<file path="config.mk">
export PLATFORM = sky130hd
export DESIGN_NAME = playfield_tile_shifter_flat
export DESIGN_NICKNAME = d
export VERILOG_FILES = /design/src/rtl/playfield_tile_shifter_if.sv /design/src/rtl/playfield_tile_shifter.sv /design/src/flat_wrapper.sv
export SDC_FILE = /design/constraint.sdc
export NUM_CORES = 1
export LEC_CHECK = 0
export CAP_MARGIN = 20
export CORE_ASPECT_RATIO = 0.6
export CORE_UTILIZATION = 55
export CTS_CLUSTER_DIAMETER = 50
export DETAILED_ROUTE_END_ITERATION = 8
export PLACE_DENSITY_LB_ADDON = 0.15
export SLEW_MARGIN = 20
export SYNTH_ARGS = -nofsm -noshare
export SYNTH_HDL_FRONTEND = slang
export SYNTH_SLANG_ARGS = --single-unit
</file>
<file path="constraint.sdc">
create_clock -name clk -period 4.7 [get_ports clk]
set_input_delay 0.94 -clock clk [delete_from_list [all_inputs] [get_ports clk]]
set_output_delay 0.94 -clock clk [all_outputs]
set_load 0.05 [all_outputs]
</file>
<file path="src/rtl/playfield_tile_shifter_if.sv">
// Tile-slice handshake between the playfield fetcher (master) and the
// tile shifter's prefetch buffer (slave).
interface playfield_tile_shifter_if;
  logic        gfx_valid;
  logic        gfx_ready;
  logic [31:0] gfx_planes;
  logic [3:0]  gfx_pal;
  logic        gfx_flip;

  modport master (
    output gfx_valid,
    output gfx_planes,
    output gfx_pal,
    output gfx_flip,
    input  gfx_ready
  );

  modport slave (
    input  gfx_valid,
    input  gfx_planes,
    input  gfx_pal,
    input  gfx_flip,
    output gfx_ready
  );
endinterface

</file>
<file path="src/rtl/playfield_tile_shifter.sv">
// Serialises 8-pixel, 4-bitplane tile slices from a 2-entry prefetch buffer
// into the per-pixel PFSR stream, one pixel per pix_en.
module playfield_tile_shifter (
  input  logic                            clk,
  input  logic                            reset,
  input  logic                            pix_en,
  input  logic                            hstart,
  playfield_tile_shifter_if.slave         gfx,
  output logic [7:0]                      PFSR,
  output logic                            tile_strobe,
  output logic                            underflow
);

  typedef struct packed {
    logic        flip;
    logic [3:0]  pal;
    logic [31:0] planes;
  } slice_t;

  slice_t [1:0]    buf_q, buf_d;
  logic [1:0]      count_q, count_d;
  logic [2:0]      phase_q, phase_d;
  logic [3:0][7:0] plane_q, plane_d;
  logic [3:0]      pal_q, pal_d;
  logic            tile_strobe_q, tile_strobe_d;
  logic            underflow_q, underflow_d;

  logic            push;
  logic            boundary;
  logic            pop;
  slice_t          head;
  slice_t          incoming;

  function automatic logic [7:0] rev8(input logic [7:0] v);
    logic [7:0] r;
    r = '0;
    for (int unsigned b = 0; b < 8; b++) begin
      r[b] = v[7 - b];
    end
    return r;
  endfunction

  assign gfx.gfx_ready = (count_q < 2'd2);
  assign push          = gfx.gfx_valid & gfx.gfx_ready;
  assign boundary      = pix_en & ((phase_q == 3'd7) | hstart);
  assign pop           = boundary & (count_q != 2'd0);
  assign head          = buf_q[0];
  assign incoming      = '{flip: gfx.gfx_flip, pal: gfx.gfx_pal, planes: gfx.gfx_planes};

  always_comb begin
    buf_d         = buf_q;
    count_d       = count_q;
    phase_d       = phase_q;
    plane_d       = plane_q;
    pal_d         = pal_q;
    tile_strobe_d = 1'b0;
    underflow_d   = underflow_q;

    if (boundary) begin
      phase_d       = '0;
      tile_strobe_d = 1'b1;
      if (pop) begin
        for (int unsigned i = 0; i < 4; i++) begin
          plane_d[i] = head.flip ? rev8(head.planes[i*8 +: 8]) : head.planes[i*8 +: 8];
        end
        pal_d = head.pal;
      end else begin
        plane_d     = '0;
        pal_d       = '0;
        underflow_d = 1'b1;
      end
    end else if (pix_en) begin
      for (int unsigned i = 0; i < 4; i++) begin
        plane_d[i] = {plane_q[i][6:0], 1'b0};
      end
      phase_d = phase_q + 3'd1;
    end

    // Pop shifts the buffer first so a same-cycle push lands behind the new head;
    // pop only uses the pre-push count, so an empty-buffer push is never bypassed.
    if (pop) begin
      buf_d[0] = buf_q[1];
      count_d  = count_q - 2'd1;
    end
    if (push) begin
      buf_d[count_d[0]] = incoming;
      count_d           = count_d + 2'd1;
    end
  end

  always_ff @(posedge clk or posedge reset) begin
    if (reset) begin
      buf_q         <= '0;
      count_q       <= '0;
      phase_q       <= 3'd7;
      plane_q       <= '0;
      pal_q         <= '0;
      tile_strobe_q <= 1'b0;
      underflow_q   <= 1'b0;
    end else begin
      buf_q         <= buf_d;
      count_q       <= count_d;
      phase_q       <= phase_d;
      plane_q       <= plane_d;
      pal_q         <= pal_d;
      tile_strobe_q <= tile_strobe_d;
      underflow_q   <= underflow_d;
    end
  end

  assign PFSR        = {pal_q, plane_q[3][7], plane_q[2][7], plane_q[1][7], plane_q[0][7]};
  assign tile_strobe = tile_strobe_q;
  assign underflow   = underflow_q;

endmodule

</file>
<file path="src/flat_wrapper.sv">
// flat-port wrapper written by rule: the top's interface ports become plain ports
module playfield_tile_shifter_flat 
  (clk, reset, pix_en, hstart, PFSR, tile_strobe, underflow, gfx_gfx_valid, gfx_gfx_planes, gfx_gfx_pal, gfx_gfx_flip, gfx_gfx_ready);
  playfield_tile_shifter_if gfx_i ();
  input  logic clk;
  input  logic reset;
  input  logic pix_en;
  input  logic hstart;
  output logic [7:0] PFSR;
  output logic tile_strobe;
  output logic underflow;
  input wire logic [$bits(gfx_i.gfx_valid)-1:0] gfx_gfx_valid;
  input wire logic [$bits(gfx_i.gfx_planes)-1:0] gfx_gfx_planes;
  input wire logic [$bits(gfx_i.gfx_pal)-1:0] gfx_gfx_pal;
  input wire logic [$bits(gfx_i.gfx_flip)-1:0] gfx_gfx_flip;
  output wire logic [$bits(gfx_i.gfx_ready)-1:0] gfx_gfx_ready;
  assign gfx_i.gfx_valid = gfx_gfx_valid;
  assign gfx_i.gfx_planes = gfx_gfx_planes;
  assign gfx_i.gfx_pal = gfx_gfx_pal;
  assign gfx_i.gfx_flip = gfx_gfx_flip;
  assign gfx_gfx_ready = gfx_i.gfx_ready;
  playfield_tile_shifter u_core (.clk(clk), .reset(reset), .pix_en(pix_en), .hstart(hstart), .gfx(gfx_i), .PFSR(PFSR), .tile_strobe(tile_strobe), .underflow(underflow));
endmodule
</file>
== Word-level counts from Yosys, hierarchy flattened ==
Index checks and enable logic that the tools add are counted.

* Bits in registers: 117
* Bits of input ports: 42
* Output and inout port bits: 11
* Word-level logic and storage cells: 49

* Add/sub/neg operators: 3
* Order comparisons: 3
* Eq/ne operators: 1
* Muxes and demuxes: 18
* Bitwise gates (word level): 5
* Reduce and logical (&&, ||, !) cells: 4

{| class="wikitable"
|+ Operators with widths
! kind !! count
|-
| 37-bit 2-to-1 mux || 3
|-
| 32-bit 2-to-1 mux || 3
|-
| 74-bit bitwise mux || 1
|-
| 37-bit demux with 1-bit select || 1
|-
| 8-bit 2-to-1 mux || 4
|-
| 3-bit 2-to-1 mux || 2
|-
| 2-bit 2-to-1 mux || 2
|-
| 4-bit 2-to-1 mux || 1
|-
| 2-bit nonzero test || 2
|-
| 3-bit by 1-bit adder with 3-bit output, second input constant || 1
|-
| 1-bit AND || 3
|-
| 3-bit equality test, second input constant || 1
|-
| 2-bit by 1-bit adder with 2-bit output, second input constant || 1
|-
| 1-bit by 2-bit less-than comparator with 1-bit output, second input constant || 1
|-
| 2-bit less-than comparator, second input constant || 1
|-
| 2-bit AND reduction || 1
|-
| 2-bit by 1-bit subtractor with 2-bit output, second input constant || 1
|-
| 1-bit greater-or-equal comparator, second input constant || 1
|-
| 1-bit logical AND || 1
|-
| 1-bit 2-to-1 mux || 1
|-
| 1-bit NOT || 1
|-
| 1-bit bitwise OR || 1
|}

== Logic depth before layout (Yosys ltp) ==
Gate-level depths: netlist (run 1).

* Depth after elaboration: 11
* Mapped depth: 9
* Mapped depth without buffers: 7

== Worst setup path before layout (run 1) ==
OpenSTA, ideal clock, no wires.

* Kind: input to register
* From: input port pix_en
* To: register u_core.buf_q[37] in the netlist's numbering
* Library setup time: 0.125 ns
* Arrival: 2.666 ns
* Required time: 4.575 ns
* Setup slack: 1.909 ns
* Stages: 8
* Buffers on the path: 3
* Cell sequence: buf_4 > o21ai_2 > nor2_1 > xnor2_1 > ha_1 > clkbuf_1 > buf_2 > mux2_2

* Cells in the longest elaborated chain, start to end: 8
* Elaborated cells on any way between the ends: 9
* Those cells by class: 2 x order compare; 4 x mux; 2 x bitwise; 1 x reduce/logical

{| class="wikitable"
|+ Ends and longest elaborated chain
! item !! RTL line !! RTL
|-
| start, declared || flat_wrapper.sv:7 || <nowiki>input logic pix_en;</nowiki>
|-
| 1-bit AND (*) || playfield_tile_shifter.sv:45 || <nowiki>assign boundary = pix_en & ((phase_q == 3'd7) | hstart);</nowiki>
|-
| 1-bit AND (*) || playfield_tile_shifter.sv:46 || <nowiki>assign pop = boundary & (count_q != 2'd0);</nowiki>
|-
| 2-bit 2-to-1 mux (*) || playfield_tile_shifter.sv:81 || <nowiki>if (pop) begin</nowiki>
|-
| 1-bit by 2-bit less-than comparator with 1-bit output (implied by the code) or 1-bit greater-or-equal comparator (tied branches) || playfield_tile_shifter.sv:86 || <nowiki>buf_d[count_d[0]] = incoming;</nowiki>
|-
| 1-bit logical AND (implied by the code) || playfield_tile_shifter.sv:86 ||
|-
| 37-bit 2-to-1 mux (implied by the code) || playfield_tile_shifter.sv:86 ||
|-
| 37-bit demux with 1-bit select (*) || n/a ||
|-
| 74-bit bitwise mux (*) || playfield_tile_shifter.sv:86 ||
|-
| end signal, assigned || playfield_tile_shifter.sv:101 || <nowiki>buf_q <= buf_d;</nowiki>
|-
| end, declared || playfield_tile_shifter.sv:20 || <nowiki>slice_t [1:0] buf_q, buf_d;</nowiki>
|}

Mark *: on every way between the ends. The rest lies on a longest branch, timed or not.
A chain may end at the register's enable or synchronous reset.

== Final worst setup path (run 1) ==
* From: input port hstart
* To: register u_core.buf_q[65] in the netlist's numbering

* Cells in the longest elaborated chain, start to end: 9
* Elaborated cells on any way between the ends: 10
* Those cells by class: 2 x order compare; 4 x mux; 3 x bitwise; 1 x reduce/logical

{| class="wikitable"
|+ Ends and longest elaborated chain
! item !! RTL line !! RTL
|-
| start, declared || flat_wrapper.sv:8 || <nowiki>input logic hstart;</nowiki>
|-
| 1-bit bitwise OR (*) || playfield_tile_shifter.sv:45 ||
|-
| 1-bit AND (*) || playfield_tile_shifter.sv:45 ||
|-
| 1-bit AND (*) || playfield_tile_shifter.sv:46 ||
|-
| 2-bit 2-to-1 mux (*) || playfield_tile_shifter.sv:81 ||
|-
| 1-bit by 2-bit less-than comparator with 1-bit output (implied by the code) or 1-bit greater-or-equal comparator (tied branches) || playfield_tile_shifter.sv:86 ||
|-
| 1-bit logical AND (implied by the code) || playfield_tile_shifter.sv:86 ||
|-
| 37-bit 2-to-1 mux (implied by the code) || playfield_tile_shifter.sv:86 ||
|-
| 37-bit demux with 1-bit select (*) || n/a ||
|-
| 74-bit bitwise mux (*) || playfield_tile_shifter.sv:86 ||
|}

Marks and branches as above.

==> qor.txt, run 1 <==
Design area - 0.00668 mm2
Max Clk Rate - 333 MHz
Rows - 27
Max-slew violation count - 0
Io pins - 53
Die H - 79.1 um
Post-Syn Area - 0.00546 mm2
Clk slew on worst S/H paths - 0.05 ns
Yosys reg bits - 117
Iter 0 DRT Violations - 281
WL final - 11800 um
Clock root buffer - clkbuf_16
Power Density - 690 mW/mm2
GRT Resource Usage Total - 0.259
Fin crit share - 0.639
Worst Path Required - 4.99 ns
Crit end category - register
Fillers - 664
Yosys warns - 0
Setup WS pre-CTS - 1.29 ns
Setup TNS - 0 ns
Final Net Count - 579
Final hold viol count - 0
Initial Utilization - 0.581
Worst skew pair latency - 0.41 ns
H-tree depth - 4
Routed len/inst - 17.4 um
Leak - 0.00300 uW
Die Wd - 131 um
First-pass GRT wire length - 20100 um
Startpoint Class - primary input
Max FO, Critical Path - 25
Clk_skew - 0.0147 ns
Initial antenna violation count - 0
Seq/Total Area, Yosys - 0.537
Placer Congestion - 0.793
Final Setup Violations - 0
ANT cells - 0
Max-cap violations - 0
Vias in the first global route - 3856
Drc violations - 0
Detail Placement HPWL - 7530 um
Worst-Margin Slew - 0.990 ns
CTS Buf Count - 17
Fraction of layout cells with a size suffix above 1 - 0.214
Vias - 3776
Syn Area/Cell - 11.2 um2
TritonRoute pass-1 iters - 4
Slew HR - 0.340
Clock tree buffer depth - 2
Number of routed nets with antenna violations - 0
Port bufs - 52
Critical Path AT - 3.29 ns
IR drop worst, VDD - 358 uV
Hold Crit Class - reg -> reg
Post-Syn Instances - 487
TritonCTS clock tree - done
Post-DP Area - 0.00603 mm2
Clock Sinks - 117
Largest net degree at the start of global routing - 78
CTS Hold Bufs - 0
Post-cts resize count - 0
Distinct cells, synth - 35
Gr ovfl total - 0
Core Box Area - 0.00939 mm2
Vias per cell - 5.59
Final worst slack - 1.69 ns
Syn-to-layout area delta - 22.4%
Die area - 0.0103 mm2
Status - finished clean
Unrepaired setup endpoints after global routing - no
Kind of critical path - in -> reg
Final min period - 3.01 ns
Syn Nets - 533
Postcts setup bufs - 0
## cell usage in the layout (no fill, tap or decap), drive strengths merged
cell type,n
ha,4
clkinv,5
mux2i,34
a31oi,1
nor4,6
clkdlybuf4s50,52
nor2b,24
nor2,13
xnor2,1
a22o,4
o21a,6
or3b,1
a21o,1
nand3b,2
dfstp,3
a21oi,61
dfrtp,114
a221oi,1
buf,11
clkbuf,24
o21ai,34
inv,48
mux2,37
nor3b,1
nand2,2
bufinv,4
o221ai,4
nand2b,7
o22ai,41
## stage by stage
step | power, uW | hold WS (ns) | util | std cells
CTS | 4630 | 0.464 | 0.711 | 676
detailed placement | 3200 | 0.451 | 0.642 | 644
global route | 4870 | 0.477 | 0.711 | 676
floorplan | 2830 | 0.450 | - | 487
global placement | 3120 | 0.446 | 0.642 | 644
finish | 4610 | 0.461 | 0.711 | 676
## path summary, 6_finish.rpt
path                            slack, ns               from                to  depth (start not counted)
min in group asynchronous            1.11              reset  u_core.buf_q[37]                          2
max in group asynchronous            2.73              reset  u_core.buf_q[28]                          3
worst max register to register       1.82  u_core.phase_q[0]  u_core.buf_q[65]                          8
worst min register to register       0.46   u_core.underflow  u_core.underflow                          1
worst min-delay path                 0.46   u_core.underflow  u_core.underflow                          1
worst max-delay path                 1.69             hstart  u_core.buf_q[65]                          7
## synth_stat cells
master,number,area share
nand2_1,2,0.0014
mux2i_4,1,0.0041
nand3b_1,2,0.0028
nand2b_1,6,0.0069
mux2_2,37,0.076
nor4_1,6,0.0069
nand2b_2,1,0.0016
o21ai_2,2,0.0032
o21ai_0,32,0.029
buf_1,1,0.00069
o221ai_1,4,0.0064
nor2b_1,24,0.028
clkbuf_1,10,0.0069
mux2i_1,33,0.061
a22o_1,4,0.0064
a31oi_1,1,0.0011
ha_1,4,0.0092
buf_6,4,0.0083
inv_1,47,0.032
inv_2,1,0.00069
o21a_1,6,0.0083
or3b_4,1,0.0021
xnor2_1,1,0.0016
nor3b_2,1,0.0023
dfstp_2,3,0.014
a21oi_2,27,0.043
a21o_1,1,0.0014
a221oi_1,1,0.0016
clkinv_1,1,0.00069
buf_4,5,0.0069
o22ai_1,41,0.047
buf_2,16,0.015
dfrtp_1,114,0.52
a21oi_1,34,0.031
nor2_1,13,0.0089
## cell families (layout without fill, tap and decap cells)
group,Yosys count,after routing,share of synthesized area
fa+ha+maj,4,4,0.00917
compound gates,153,153,0.179
flops,117,117,0.537
simple gates,56,56,0.0603
buf+inv,85,144,0.0711
mux,71,71,0.141
xor+xnor,1,1,0.00161
## cell type report
| type | count | area (um2) | share of cell area |
|---|---|---|---|
| inverter | 49 | 186 | 0.0279 |
| timing repair buffer | 63 | 616 | 0.0922 |
| multi-input combinational | 285 | 2140 | 0.320 |
| clock buffer | 24 | 502 | 0.0751 |
| tap | 130 | 163 | 0.0244 |
| clock inverter | 8 | 144 | 0.0215 |
| sequential | 117 | 2930 | 0.439 |
## per-layer routing
metal	up-vias	routed length, um	global-route usage	part of all wire
li1	1805	-	-	-
met1	1856	5800	0.371	0.49
met2	109	5250	0.389	0.45
met3	6	662	0.0620	0.056
met4	0	63	0.0828	0.0053
met5	-	0	0	0
## report_power, final
part | total [uW] | switching [uW] | internal, uW
sequential | 1870 | 378 | 1490
combinational | 1340 | 667 | 670
clock | 1400 | 447 | 956
## critical path, cell delays in order
cell and delay [ns]:
clkdlybuf4s50_1 0.45, o21ai_2 0.50, nor2_1 0.25, xnor2_1 0.20
ha_1 0.19, buf_4 0.34, mux2_2 0.39
## sequential cells by signal, summed over array words and instances, names as in the netlist
register / flops
u_core.tile_strobe: 1
u_core.buf_q: 74
u_core.pal_q: 4
u_core.PFSR: 4
u_core.underflow: 1
u_core.phase_q: 3
u_core.count_q: 2
u_core.plane_q: 28
Power figures use the tool's default switching activity.
==> run 2, diff against run 1 <==
--- a/config.mk
+++ b/config.mk
@@ -7,7 +7,7 @@
 export LEC_CHECK = 0
 export CAP_MARGIN = 20
 export CORE_ASPECT_RATIO = 0.6
-export CORE_UTILIZATION = 55
+export CORE_UTILIZATION = 52
 export CTS_CLUSTER_DIAMETER = 50
 export DETAILED_ROUTE_END_ITERATION = 8
 export PLACE_DENSITY_LB_ADDON = 0.15
==> constraint.sdc (replaced) <==
create_clock -name clk -period 2.62 [get_ports clk]
set_input_delay 0.524 -clock clk [delete_from_list [all_inputs] [get_ports clk]]
set_output_delay 0.524 -clock clk [all_outputs]
set_load 0.05 [all_outputs]
==> run 2 against run 1 <==
Effect of this change:
- hold slack worse by 0.042 ns
- cell area grew 1.8%
- power grew 79%
- highest routed layer unchanged
- largest power group unchanged
- critical path type is now reg -> reg
- critical endpoint is now u_core.buf_q[46]
==> qor.txt, run 2 (synthesis results as in run 1) <==
Max reg flops - 74
Postcts setup bufs - 0
CP peak stage delay - 0.54 ns
Drc violations - 0
Cell mode on critical path - ha_1
Number of routed nets with antenna violations - 0
Rows - 28
Die area - 0.0109 mm2
Gr ovfl total - 0
CTS Buf Count - 17
Placer Congestion - 0.764
Max Clk Rate - 438 MHz
CP Cell Sequence - ha_1, ha_1, o21ai_2, nor2_2, xnor2_1, ha_1, buf_12, mux2_2
Die Wd - 134 um
Die H - 81.3 um
Iter 0 DRT Violations - 221
ANT cells - 0
Vias - 3895
Final hold viol count - 0
Vias in the first global route - 3776
Fillers - 765
Clock root buffer - clkbuf_16
Clock Sinks - 117
Crit-path leading delay family - adder cells
Largest net degree at the start of global routing - 60
Port bufs - 52
Startpoint Class - register
Critical path depth - 8
Clock tree buffer depth - 2
Max-cap violations - 0
Hold Crit Class - in -> async
Status - finished clean
Unrepaired setup endpoints after global routing - no
R2R Path Start - u_core.phase_q[0]
Largest registers - u_core.buf_q x74, u_core.plane_q x28
Initial Utilization - 0.544
Setup TNS - 0 ns
Pwr Total - 8230 uW
Routed len/inst - 17.5 um
Max-slew violation count - 0
Final worst slack - 0.336 ns
Fraction of layout cells with a size suffix above 1 - 0.231
First-pass GRT wire length - 19700 um
TritonCTS clock tree - done
Critical Path AT - 2.57 ns
Setup WS pre-CTS - 0.196 ns
Core Box Area - 0.0100 mm2
CP bufs+invs - 1
Crit end category - register
Post-cts resize count - 0
Fin crit share - 0.872
R2r setup slk - 0.34 ns
Power Density - 1210 mW/mm2
IR drop worst, VDD - 604 uV
CP startpoint - u_core.phase_q[0]
Io pins - 53
Max FO, Critical Path - 22
Kind of critical path - reg -> reg
Vias per cell - 5.64
Worst skew pair latency - 0.41 ns
H-tree depth - 4
Clk_skew - 0.00707 ns
Reg2reg end - u_core.buf_q[46]
Reg2reg path depth - 8
Register area - 0.00293 mm2
Slew HR - 0.667
Multi-input logic area - 0.00214 mm2
GRT Resource Usage Total - 0.244
Slowest stage cell, crit path - dfstp_2
Detail Placement HPWL - 7710 um
Worst hold slack - 0.419 ns
TritonRoute pass-1 iters - 5
Initial antenna violation count - 0
CP endpoint - u_core.buf_q[46]
Final Setup Violations - 0
Syn-to-layout area delta - 24.6%
Final min period - 2.28 ns
Clk slew on worst S/H paths - 0.05 ns
Final Util - 0.679
Most common cell after layout, fill and taps aside - dfrtp_1
Worst-Margin Slew - 0.497 ns
Final Net Count - 588
Leak - 0.00303 uW
Top reg by flops - u_core.buf_q
CTS Hold Bufs - 0
Commonest cells after routing, fill and taps aside - dfrtp_1, clkdlybuf4s50_1, inv_1
WL final - 12100 um
Worst Path Required - 2.91 ns
run 2: cell types whose count changed in the layout (fill, tap and decap cells not counted):
cell,previous run,this run
buf_12,1,6
buf_4,10,14
clkinvlp_4,0,4
bufinv_16,4,3
clkinv_4,1,0
inv_1,46,45
inv_4,1,0
nor2_1,13,12
nor2_2,0,1
run 2: final cells by class:
cell class,instances,area share
Sequential cell,117,0.431
Multi-Input combinational cell,285,0.315
Timing Repair Buffer,72,0.110
Clock buffer,24,0.0738
Inverter,49,0.0282
Tap cell,135,0.0248
Clock inverter,8,0.0177
run 2: metrics by stage:
stage | instance area (um2) | std cells
2_1_floorplan | 5470 | 487
3_3_place_gp | 6180 | 658
3_5_place_dp | 6180 | 658
4_1_cts | 6800 | 690
5_1_grt | 6800 | 690
6_report | 6800 | 690
run 2: power breakdown:
group | leakage, uW | internal, uW | switching (uW)
clock network | 0.000302 | 1620 | 785
logic | 0.00135 | 1270 | 1270
registers | 0.00138 | 2670 | 616
total | 0.00303 | 5560 | 2670
run 2: how the worst min path moves through the flow:
stage                                  from           endpoint  slack (ns)  cells past startpoint
final                                 reset    u_core.pal_q[1]        0.42                      2
after global routing                  reset    u_core.pal_q[1]        0.45                      2
after CTS                             reset    u_core.pal_q[3]        0.42                      2
after detailed placement   u_core.underflow   u_core.underflow        0.47                      1
after global placement     u_core.underflow   u_core.underflow        0.46                      1
after floorplan           u_core.phase_q[2]  u_core.phase_q[2]        0.45                      2
run 2: worst register-to-register path: stages (launching register included):
cell     delay (ns)
dfstp_2        0.54
ha_1           0.15
ha_1           0.20
o21ai_2        0.10
nor2_2         0.14
xnor2_1        0.15
ha_1           0.31
buf_12         0.22
mux2_2         0.36
run 2: metal layers:
layer  track usage  up-vias  wire (um)  part of all wire
met5             0        -          0                 0
met2         0.369      120       5320              0.44
met1         0.342     1932       6030              0.50
met4        0.0640        0         80            0.0066
li1              -     1832          -                 -
met3        0.0768       11        649             0.054
